<file path="src/rtl/riscv_ifu_pkg.sv">
// Shared types and constants for the instruction fetch unit.
//   ifu_entry_t    : one buffered instruction (fetch PC + instruction word)
//   ifu_state_e    : fetch FSM state (IFU_IDLE, IFU_RUN)
//   IFU_RESET_ADDR : default first fetch address after reset
package riscv_ifu_pkg;

  localparam logic [31:0] IFU_RESET_ADDR = 32'h0000_0000;

  typedef struct packed {
    logic [31:0] addr;
    logic [31:0] data;
  } ifu_entry_t;

  typedef enum logic {
    IFU_IDLE = 1'b0,
    IFU_RUN  = 1'b1
  } ifu_state_e;

endpackage

</file>
<file path="src/rtl/riscv_ifu_if.sv">
// Bus bundle for the fetch unit: instruction memory request/response channel
// and the IFU->IDU instruction channel.
//   master : the fetch unit (drives imem requests and the IDU instruction channel)
//   slave  : the environment (memory + decode stage)
interface riscv_ifu_if;

  logic        imem_req_vld;
  logic        imem_req_rdy;
  logic [31:0] imem_req_addr;
  logic        imem_rsp_vld;
  logic [31:0] imem_rsp_data;
  logic        ifu_vld;
  logic        ifu_rdy;
  logic [31:0] ifu_addr;
  logic [31:0] ifu_data;

  modport master (
    output imem_req_vld, imem_req_addr, ifu_vld, ifu_addr, ifu_data,
    input  imem_req_rdy, imem_rsp_vld, imem_rsp_data, ifu_rdy
  );

  modport slave (
    input  imem_req_vld, imem_req_addr, ifu_vld, ifu_addr, ifu_data,
    output imem_req_rdy, imem_rsp_vld, imem_rsp_data, ifu_rdy
  );

endinterface

</file>
<file path="src/rtl/riscv_ifu_fifo.sv">
// Synchronous instruction buffer of ifu_entry_t.
//   clock, reset : clock, asynchronous active-low reset
//   push/push_data : write an entry (ignored when full unless popping the same cycle)
//   pop          : remove the head entry (ignored when empty)
//   flush        : empty the buffer; wins over push
//   head         : current head entry (storage is reset, so never X)
//   count/full/empty : occupancy status
module riscv_ifu_fifo
  import riscv_ifu_pkg::*;
#(
  parameter int unsigned DEPTH = 2
) (
  input  logic                         clock,
  input  logic                         reset,
  input  logic                         push,
  input  ifu_entry_t                   push_data,
  input  logic                         pop,
  input  logic                         flush,
  output ifu_entry_t                   head,
  output logic [$clog2(DEPTH+1)-1:0]   count,
  output logic                         full,
  output logic                         empty
);

  localparam int unsigned AW = (DEPTH > 1) ? $clog2(DEPTH) : 1;
  localparam int unsigned CW = $clog2(DEPTH + 1);

  ifu_entry_t      mem [DEPTH];
  logic [AW-1:0]   wr_ptr;
  logic [AW-1:0]   rd_ptr;
  logic [CW-1:0]   cnt;
  logic            do_push;
  logic            do_pop;

  assign full    = (cnt == CW'(DEPTH));
  assign empty   = (cnt == '0);
  assign count   = cnt;
  assign head    = mem[rd_ptr];
  assign do_pop  = pop & ~empty;
  assign do_push = push & ~flush & (~full | do_pop);

  always_ff @(posedge clock or negedge reset) begin
    if (!reset) begin
      wr_ptr <= '0;
      rd_ptr <= '0;
      cnt    <= '0;
    end else if (flush) begin
      wr_ptr <= '0;
      rd_ptr <= '0;
      cnt    <= '0;
    end else begin
      if (do_push) wr_ptr <= wr_ptr + AW'(1);
      if (do_pop)  rd_ptr <= rd_ptr + AW'(1);
      if (do_push && !do_pop)      cnt <= cnt + CW'(1);
      else if (!do_push && do_pop) cnt <= cnt - CW'(1);
    end
  end

  always_ff @(posedge clock or negedge reset) begin
    if (!reset) begin
      for (int unsigned i = 0; i < DEPTH; i++) mem[i] <= '0;
    end else if (do_push) begin
      mem[wr_ptr] <= push_data;
    end
  end

endmodule

</file>
<file path="src/rtl/riscv_ifu.sv">
// Instruction fetch unit: keeps the fetch PC, issues in-order word fetches,
// buffers responses and presents them to the decode stage.
//   clock, reset  : clock, asynchronous active-low reset
//   fetch_en      : allow issuing new fetch requests
//   redirect_vld  : one-cycle pulse restarting fetch at redirect_addr (low 2 bits ignored)
//   redirect_addr : new fetch PC
//   bus (master)  : imem request/response channel and IFU->IDU instruction channel
module riscv_ifu
  import riscv_ifu_pkg::*;
#(
  parameter logic [31:0] RESET_ADDR = IFU_RESET_ADDR,
  parameter int unsigned FIFO_DEPTH = 2,
  parameter int unsigned MAX_OUTST  = 2
) (
  input  logic        clock,
  input  logic        reset,
  input  logic        fetch_en,
  input  logic        redirect_vld,
  input  logic [31:0] redirect_addr,
  riscv_ifu_if.master bus
);

  localparam int unsigned   CW         = $clog2(FIFO_DEPTH + 1);
  localparam logic [CW:0]   DEPTH_LIM  = (CW+1)'(FIFO_DEPTH);
  localparam logic [CW-1:0] OUTST_LIM  = CW'(MAX_OUTST);
  localparam logic [31:0]   ALIGN_MASK = 32'hFFFF_FFFC;

  ifu_state_e    state_q;
  ifu_state_e    state_d;
  logic [31:0]   pc_q;
  logic [31:0]   addr_q;
  logic [CW-1:0] inflight_q;
  logic [CW-1:0] inflight_nxt;
  logic [CW-1:0] drop_q;

  logic          req_vld;
  logic          req_hs;
  logic          rsp_keep;
  logic          fifo_push;
  logic          fifo_pop;
  logic          fifo_full;
  logic          fifo_empty;
  logic [CW-1:0] fifo_count;
  ifu_entry_t    fifo_head;
  ifu_entry_t    fifo_wdata;
  logic [31:0]   redirect_pc;

  assign redirect_pc = redirect_addr & ALIGN_MASK;

  // Next state plus request issue. A request is only issued when every
  // outstanding response is guaranteed a buffer slot.
  always_comb begin
    state_d = state_q;
    req_vld = 1'b0;
    unique case (state_q)
      IFU_IDLE: if (fetch_en)  state_d = IFU_RUN;
      IFU_RUN: begin
        if (!fetch_en) state_d = IFU_IDLE;
        req_vld = ~redirect_vld
                & (({1'b0, inflight_q} + {1'b0, fifo_count}) < DEPTH_LIM)
                & (inflight_q < OUTST_LIM);
      end
      default: state_d = IFU_IDLE;
    endcase
  end

  assign req_hs = req_vld & bus.imem_req_rdy;

  always_comb begin
    inflight_nxt = inflight_q;
    if (req_hs && !bus.imem_rsp_vld)      inflight_nxt = inflight_q + CW'(1);
    else if (!req_hs && bus.imem_rsp_vld) inflight_nxt = inflight_q - CW'(1);
  end

  // A response arriving with a redirect belongs to the old stream and is dropped.
  assign rsp_keep   = bus.imem_rsp_vld & (drop_q == '0) & ~redirect_vld;
  assign fifo_pop   = bus.ifu_vld & bus.ifu_rdy;
  // The credit rule already reserves a slot; the full term only keeps the
  // buffer and addr_q consistent should that ever be violated.
  assign fifo_push  = rsp_keep & (~fifo_full | fifo_pop);
  assign fifo_wdata = '{addr: addr_q, data: bus.imem_rsp_data};

  always_ff @(posedge clock or negedge reset) begin
    if (!reset) begin
      state_q    <= IFU_IDLE;
      pc_q       <= RESET_ADDR;
      addr_q     <= RESET_ADDR;
      inflight_q <= '0;
      drop_q     <= '0;
    end else begin
      state_q    <= state_d;
      inflight_q <= inflight_nxt;
      if (redirect_vld) begin
        pc_q   <= redirect_pc;
        addr_q <= redirect_pc;
        // Everything still outstanding after this cycle is stale; this
        // already includes whatever remained of an earlier drop count.
        drop_q <= inflight_nxt;
      end else begin
        if (req_hs)    pc_q   <= pc_q + 32'd4;
        if (fifo_push) addr_q <= addr_q + 32'd4;
        if (bus.imem_rsp_vld && drop_q != '0) drop_q <= drop_q - CW'(1);
      end
    end
  end

  riscv_ifu_fifo #(
    .DEPTH (FIFO_DEPTH)
  ) u_fifo (
    .clock     (clock),
    .reset     (reset),
    .push      (fifo_push),
    .push_data (fifo_wdata),
    .pop       (fifo_pop),
    .flush     (redirect_vld),
    .head      (fifo_head),
    .count     (fifo_count),
    .full      (fifo_full),
    .empty     (fifo_empty)
  );

  assign bus.imem_req_vld  = req_vld;
  assign bus.imem_req_addr = pc_q;
  assign bus.ifu_vld       = ~fifo_empty;
  assign bus.ifu_addr      = fifo_head.addr;
  assign bus.ifu_data      = fifo_head.data;

endmodule
</file>
<file path="src/flat_wrapper.sv">
// flat-port wrapper written by rule: the top's interface ports become plain ports
module riscv_ifu_flat import riscv_ifu_pkg::*;
#(
  parameter logic [31:0] RESET_ADDR = IFU_RESET_ADDR,
  parameter int unsigned FIFO_DEPTH = 2,
  parameter int unsigned MAX_OUTST  = 2
)
  (clock, reset, fetch_en, redirect_vld, redirect_addr, bus_imem_req_vld, bus_imem_req_addr, bus_ifu_vld, bus_ifu_addr, bus_ifu_data, bus_imem_req_rdy, bus_imem_rsp_vld, bus_imem_rsp_data, bus_ifu_rdy);
  riscv_ifu_if bus_i ();
  input  logic clock;
  input  logic reset;
  input  logic fetch_en;
  input  logic redirect_vld;
  input  logic [31:0] redirect_addr;
  output wire logic [$bits(bus_i.imem_req_vld)-1:0] bus_imem_req_vld;
  output wire logic [$bits(bus_i.imem_req_addr)-1:0] bus_imem_req_addr;
  output wire logic [$bits(bus_i.ifu_vld)-1:0] bus_ifu_vld;
  output wire logic [$bits(bus_i.ifu_addr)-1:0] bus_ifu_addr;
  output wire logic [$bits(bus_i.ifu_data)-1:0] bus_ifu_data;
  input wire logic [$bits(bus_i.imem_req_rdy)-1:0] bus_imem_req_rdy;
  input wire logic [$bits(bus_i.imem_rsp_vld)-1:0] bus_imem_rsp_vld;
  input wire logic [$bits(bus_i.imem_rsp_data)-1:0] bus_imem_rsp_data;
  input wire logic [$bits(bus_i.ifu_rdy)-1:0] bus_ifu_rdy;
  assign bus_imem_req_vld = bus_i.imem_req_vld;
  assign bus_imem_req_addr = bus_i.imem_req_addr;
  assign bus_ifu_vld = bus_i.ifu_vld;
  assign bus_ifu_addr = bus_i.ifu_addr;
  assign bus_ifu_data = bus_i.ifu_data;
  assign bus_i.imem_req_rdy = bus_imem_req_rdy;
  assign bus_i.imem_rsp_vld = bus_imem_rsp_vld;
  assign bus_i.imem_rsp_data = bus_imem_rsp_data;
  assign bus_i.ifu_rdy = bus_ifu_rdy;
  riscv_ifu #(.RESET_ADDR(RESET_ADDR), .FIFO_DEPTH(FIFO_DEPTH), .MAX_OUTST(MAX_OUTST)) u_core (.clock(clock), .reset(reset), .fetch_en(fetch_en), .redirect_vld(redirect_vld), .redirect_addr(redirect_addr), .bus(bus_i));
endmodule
</file>
<file path="config.mk">
export PLATFORM = sky130hd
export DESIGN_NAME = riscv_ifu_flat
export DESIGN_NICKNAME = d
export VERILOG_FILES = /design/src/rtl/riscv_ifu_pkg.sv /design/src/rtl/riscv_ifu_if.sv /design/src/rtl/riscv_ifu_fifo.sv /design/src/rtl/riscv_ifu.sv /design/src/flat_wrapper.sv
export SDC_FILE = /design/constraint.sdc
export NUM_CORES = 1
export LEC_CHECK = 0
export CAP_MARGIN = 20
export CELL_PAD_IN_SITES_DETAIL_PLACEMENT = 1
export CELL_PAD_IN_SITES_GLOBAL_PLACEMENT = 2
export CORE_MARGIN = 1
export CORE_UTILIZATION = 38
export CTS_CLUSTER_SIZE = 24
export DETAILED_ROUTE_END_ITERATION = 10
export HOLD_SLACK_MARGIN = 0.1
export PLACE_DENSITY_LB_ADDON = 0.15
export RECOVER_POWER = 100
export SYNTH_ARGS = -nofsm -noshare
export SYNTH_HDL_FRONTEND = slang
export SYNTH_SLANG_ARGS = --single-unit
</file>
<file path="constraint.sdc">
create_clock -name clock -period 5.4 [get_ports clock]
set_input_delay 1.35 -clock clock [delete_from_list [all_inputs] [get_ports clock]]
set_output_delay 1.35 -clock clock [all_outputs]
set_load 0.02 [all_outputs]
</file>
==> impl_metrics.toml <==
[clocking]
htree_levels = 4
clkSinkCount = 193
cts_tree = "done"
cts-resized-gates = 0
cts_buffers = 17
cts_hold_buf = 0
clk_path_buf_depth = 2
clk_pin_slew_worst_paths_ns = 0.07
cts-root-buf = "clkbuf_16"
clock_latency_ns = 0.44
post-cts-setup-buffer-count = 0

[timing]
holdWs_ns = 0.488
hold_viol_final = 0
drv_slew = 237
worstMarginPinSlew_ns = 2.74
setup_ws_ns = 0.821
timing.fmax_mhz = 218
totalNegativeSetupSlack_ns = 0
fin_skew_ns = 0.0105
period_needed_ns = 4.58
slew_headroom_pct = -82.6
fin_crit_sh_pct = 84.8
rsz0062_at_grt = "no"
setup_viol_count_final = 0

[global_route]
grt_antenna_before_repair = 0
grt_pass1_wl_microns = 39100
use_met3_pct = 3.62
grt_start_max_net_pins = 107
met2_usage_pct = 33.2
busiest_layer = "met2"
grt_pass1_vias = 7144
use_met1_pct = 27.7
grt-ovfl-total = 0
grt_usage_pct = 20.5

[run]
max_cap_violations = 4

[hold_path]
hold_start = "u_core.u_fifo.mem[95]"
holdCritPathClass = "reg2reg"
min_path_cells = 1
holdPathEnd = "u_core.u_fifo.mem[95]"

[place]
portBuffers = 162
place_inst = 1222
postPlaceCellArea_sq_um = 11200
place_hpwl_microns = 17100
gp_congestion = 0.810
post-place-ws_ns = 1.28

[cells_and_area]
post-route-util_pct = 49.6
drive_gt1_share_pct = 26.1
antennaDiodeCount = 0
layoutNonFillerInstCount = 1254
multi_input_area_sq_um = 4200
syn2layout_area_growth_pct = 26.7
postLayoutCellArea_sq_um = 11800
nNetsFinal = 997
regArea_sq_um = 4830
fillerInstances = 2439

[detailed_routing]
viasPerCell = 5.36
wirelength_microns = 24600
first_pass_iters = 4
postRouteAntennaNets = 0
drt_iter0_drc = 216
drc = 0
dr_total_vias = 6717
avgRoutedWirePerCell_microns = 19.6

[worst_setup_path]
crit_path_end_kind = "output pin"
timing.rr.start = "u_core.u_fifo.count[0]"
rr_worst_depth = 8
worst-r2r-setup-slack_ns = 1.87
critPathRequiredTime_ns = 4.05
r2r-end = "u_core.bus.imem_req_addr[27]"
start_kind = "flip-flop"
crit_arrival_ns = 3.23
worstPathMaxFanout = 32
crit_type = "reg2out"

[synthesis]
ys.flop_type = "dfrtp_1"
async_reset_ff_share_pct = 100
yosysUniqueCellTypes = 62
synth_edf_count = 0
syn_inst = 770
yosysWarnings = 0
ys_seq_elements = 193
netlist_area_sq_um = 9310
seq_area_frac_synth_pct = 51.9
synth_area_per_cell_sq_um = 12.1

[floorplanning]
start_util_pct = 39.2
die_h_microns = 158
coreArea_sq_um = 23800
num_rows = 56
io_pins = 169
dieArea_sq_um = 25100
dieWidth_microns = 158

[status]
status = "finished with violations"
failed_checks = "capacitance limit, slew limit"

[power_and_ir_drop]
powerDensity_nw_per_um2 = 454
vdd_ir_drop_max_v = 0.000168
power_mw = 5.35
p_leak_nw = 4.99
state kept, by name, indices dropped and copies added (netlist names):
register and flops:
u_core.bus.imem_req_addr 30, u_core.state_q 1, u_core.u_fifo.rd_ptr 1, u_core.u_fifo.count 2, u_core.addr_q 30, u_core.u_fifo.wr_ptr 1, u_core.inflight_q 2, u_core.u_fifo.mem 124
u_core.drop_q 2
worst max-delay path: stages, from the launching register on:
cell,delay (ns)
dfrtp_1,1.41
buf_12,0.33
mux2_2,0.37
dlygate4sd3_1,0.68
cells in the mapped netlist (3+ instances only):
cell	instances	area share, %
xor2_1	26	2.4
and3_1	13	0.87
buf_2	9	0.48
mux2_2	187	23
and2_1	6	0.40
nor2_1	21	0.85
buf_1	5	0.20
nand4_1	16	1.1
nand3_1	32	1.7
o211ai_1	9	0.73
nor4_1	9	0.60
inv_1	12	0.48
xnor2_1	11	1.0
a21oi_1	9	0.48
a31oi_1	3	0.20
buf_4	10	0.81
o21ai_0	38	2.0
o311ai_0	10	0.94
dfrtp_1	193	52
nand2_1	66	2.7
nor3_1	9	0.48
ha_1	3	0.40
mux2_1	5	0.60
clkbuf_1	16	0.65
logic make-up (layout without fill, tap and decap cells):
group,after synthesis,count (layout),synth area share [%]
simple gates,202,202,11.8
fa+ha+maj,4,4,0.618
compound gates,84,84,5.75
buf+inv,55,217,2.92
xor+xnor,37,37,3.48
flops,193,193,51.9
other cells,1,4,0.0403
mux,194,194,23.4
per-layer routing:
layer / wire length [microns] / share of wire [%]
met1: 11400 / 46
met2: 11700 / 48
met3: 1120 / 4.6
met4: 338 / 1.4
met5: 0 / 0
worst max path at each step:
stage                          from                     to  slack, ns  cells past startpoint
2_1_floorplan          redirect_vld       bus_imem_req_vld       2.02                      3
6_report       u_core.u_fifo.rd_ptr       bus_ifu_addr[14]       0.82                      3
5_1_grt        u_core.u_fifo.rd_ptr       bus_ifu_addr[11]       0.68                      3
4_1_cts        u_core.u_fifo.rd_ptr       bus_ifu_addr[14]       1.37                      3
3_5_place_dp       bus_imem_rsp_vld  u_core.u_fifo.mem[15]       1.28                      6
3_3_place_gp       bus_imem_rsp_vld   u_core.u_fifo.mem[9]       1.35                      6
layout make-up:
type                    count  area share (%)
clock buffers              19            3.84
repair buffers            173            14.4
flip-flops and latches    193            41.0
well taps                 319            3.38
multi-input cells         525            35.6
clock inverters            13            1.42
inverters                  12           0.382
power by group:
| group | switching (mW) | leakage (nW) | internal [mW] |
|---|---|---|---|
| clock | 0.601 | 0.302 | 0.727 |
| sequential | 0.293 | 2.43 | 1.88 |
| combinational | 0.862 | 2.26 | 0.988 |
| total | 1.76 | 4.99 | 3.60 |
placed cells by master (no fill, tap or decap), drive strengths merged, types with 6 or more instances in the layout:
cell type and instances:
clkbuf 25, mux2 192, xor2 26, and3 13
nor2 21, clkdlybuf4s50 64, nand2 66, inv 18
o21ai 39, o311ai 11, nor3 12, dfrtp 193
nand3 34, a21oi 9, xnor2 11, nor4 12
dlygate4sd3 96, buf 7, o211ai 9, and2 6
nand4 17
No activity file was read; power rests on OpenSTA's default activity.
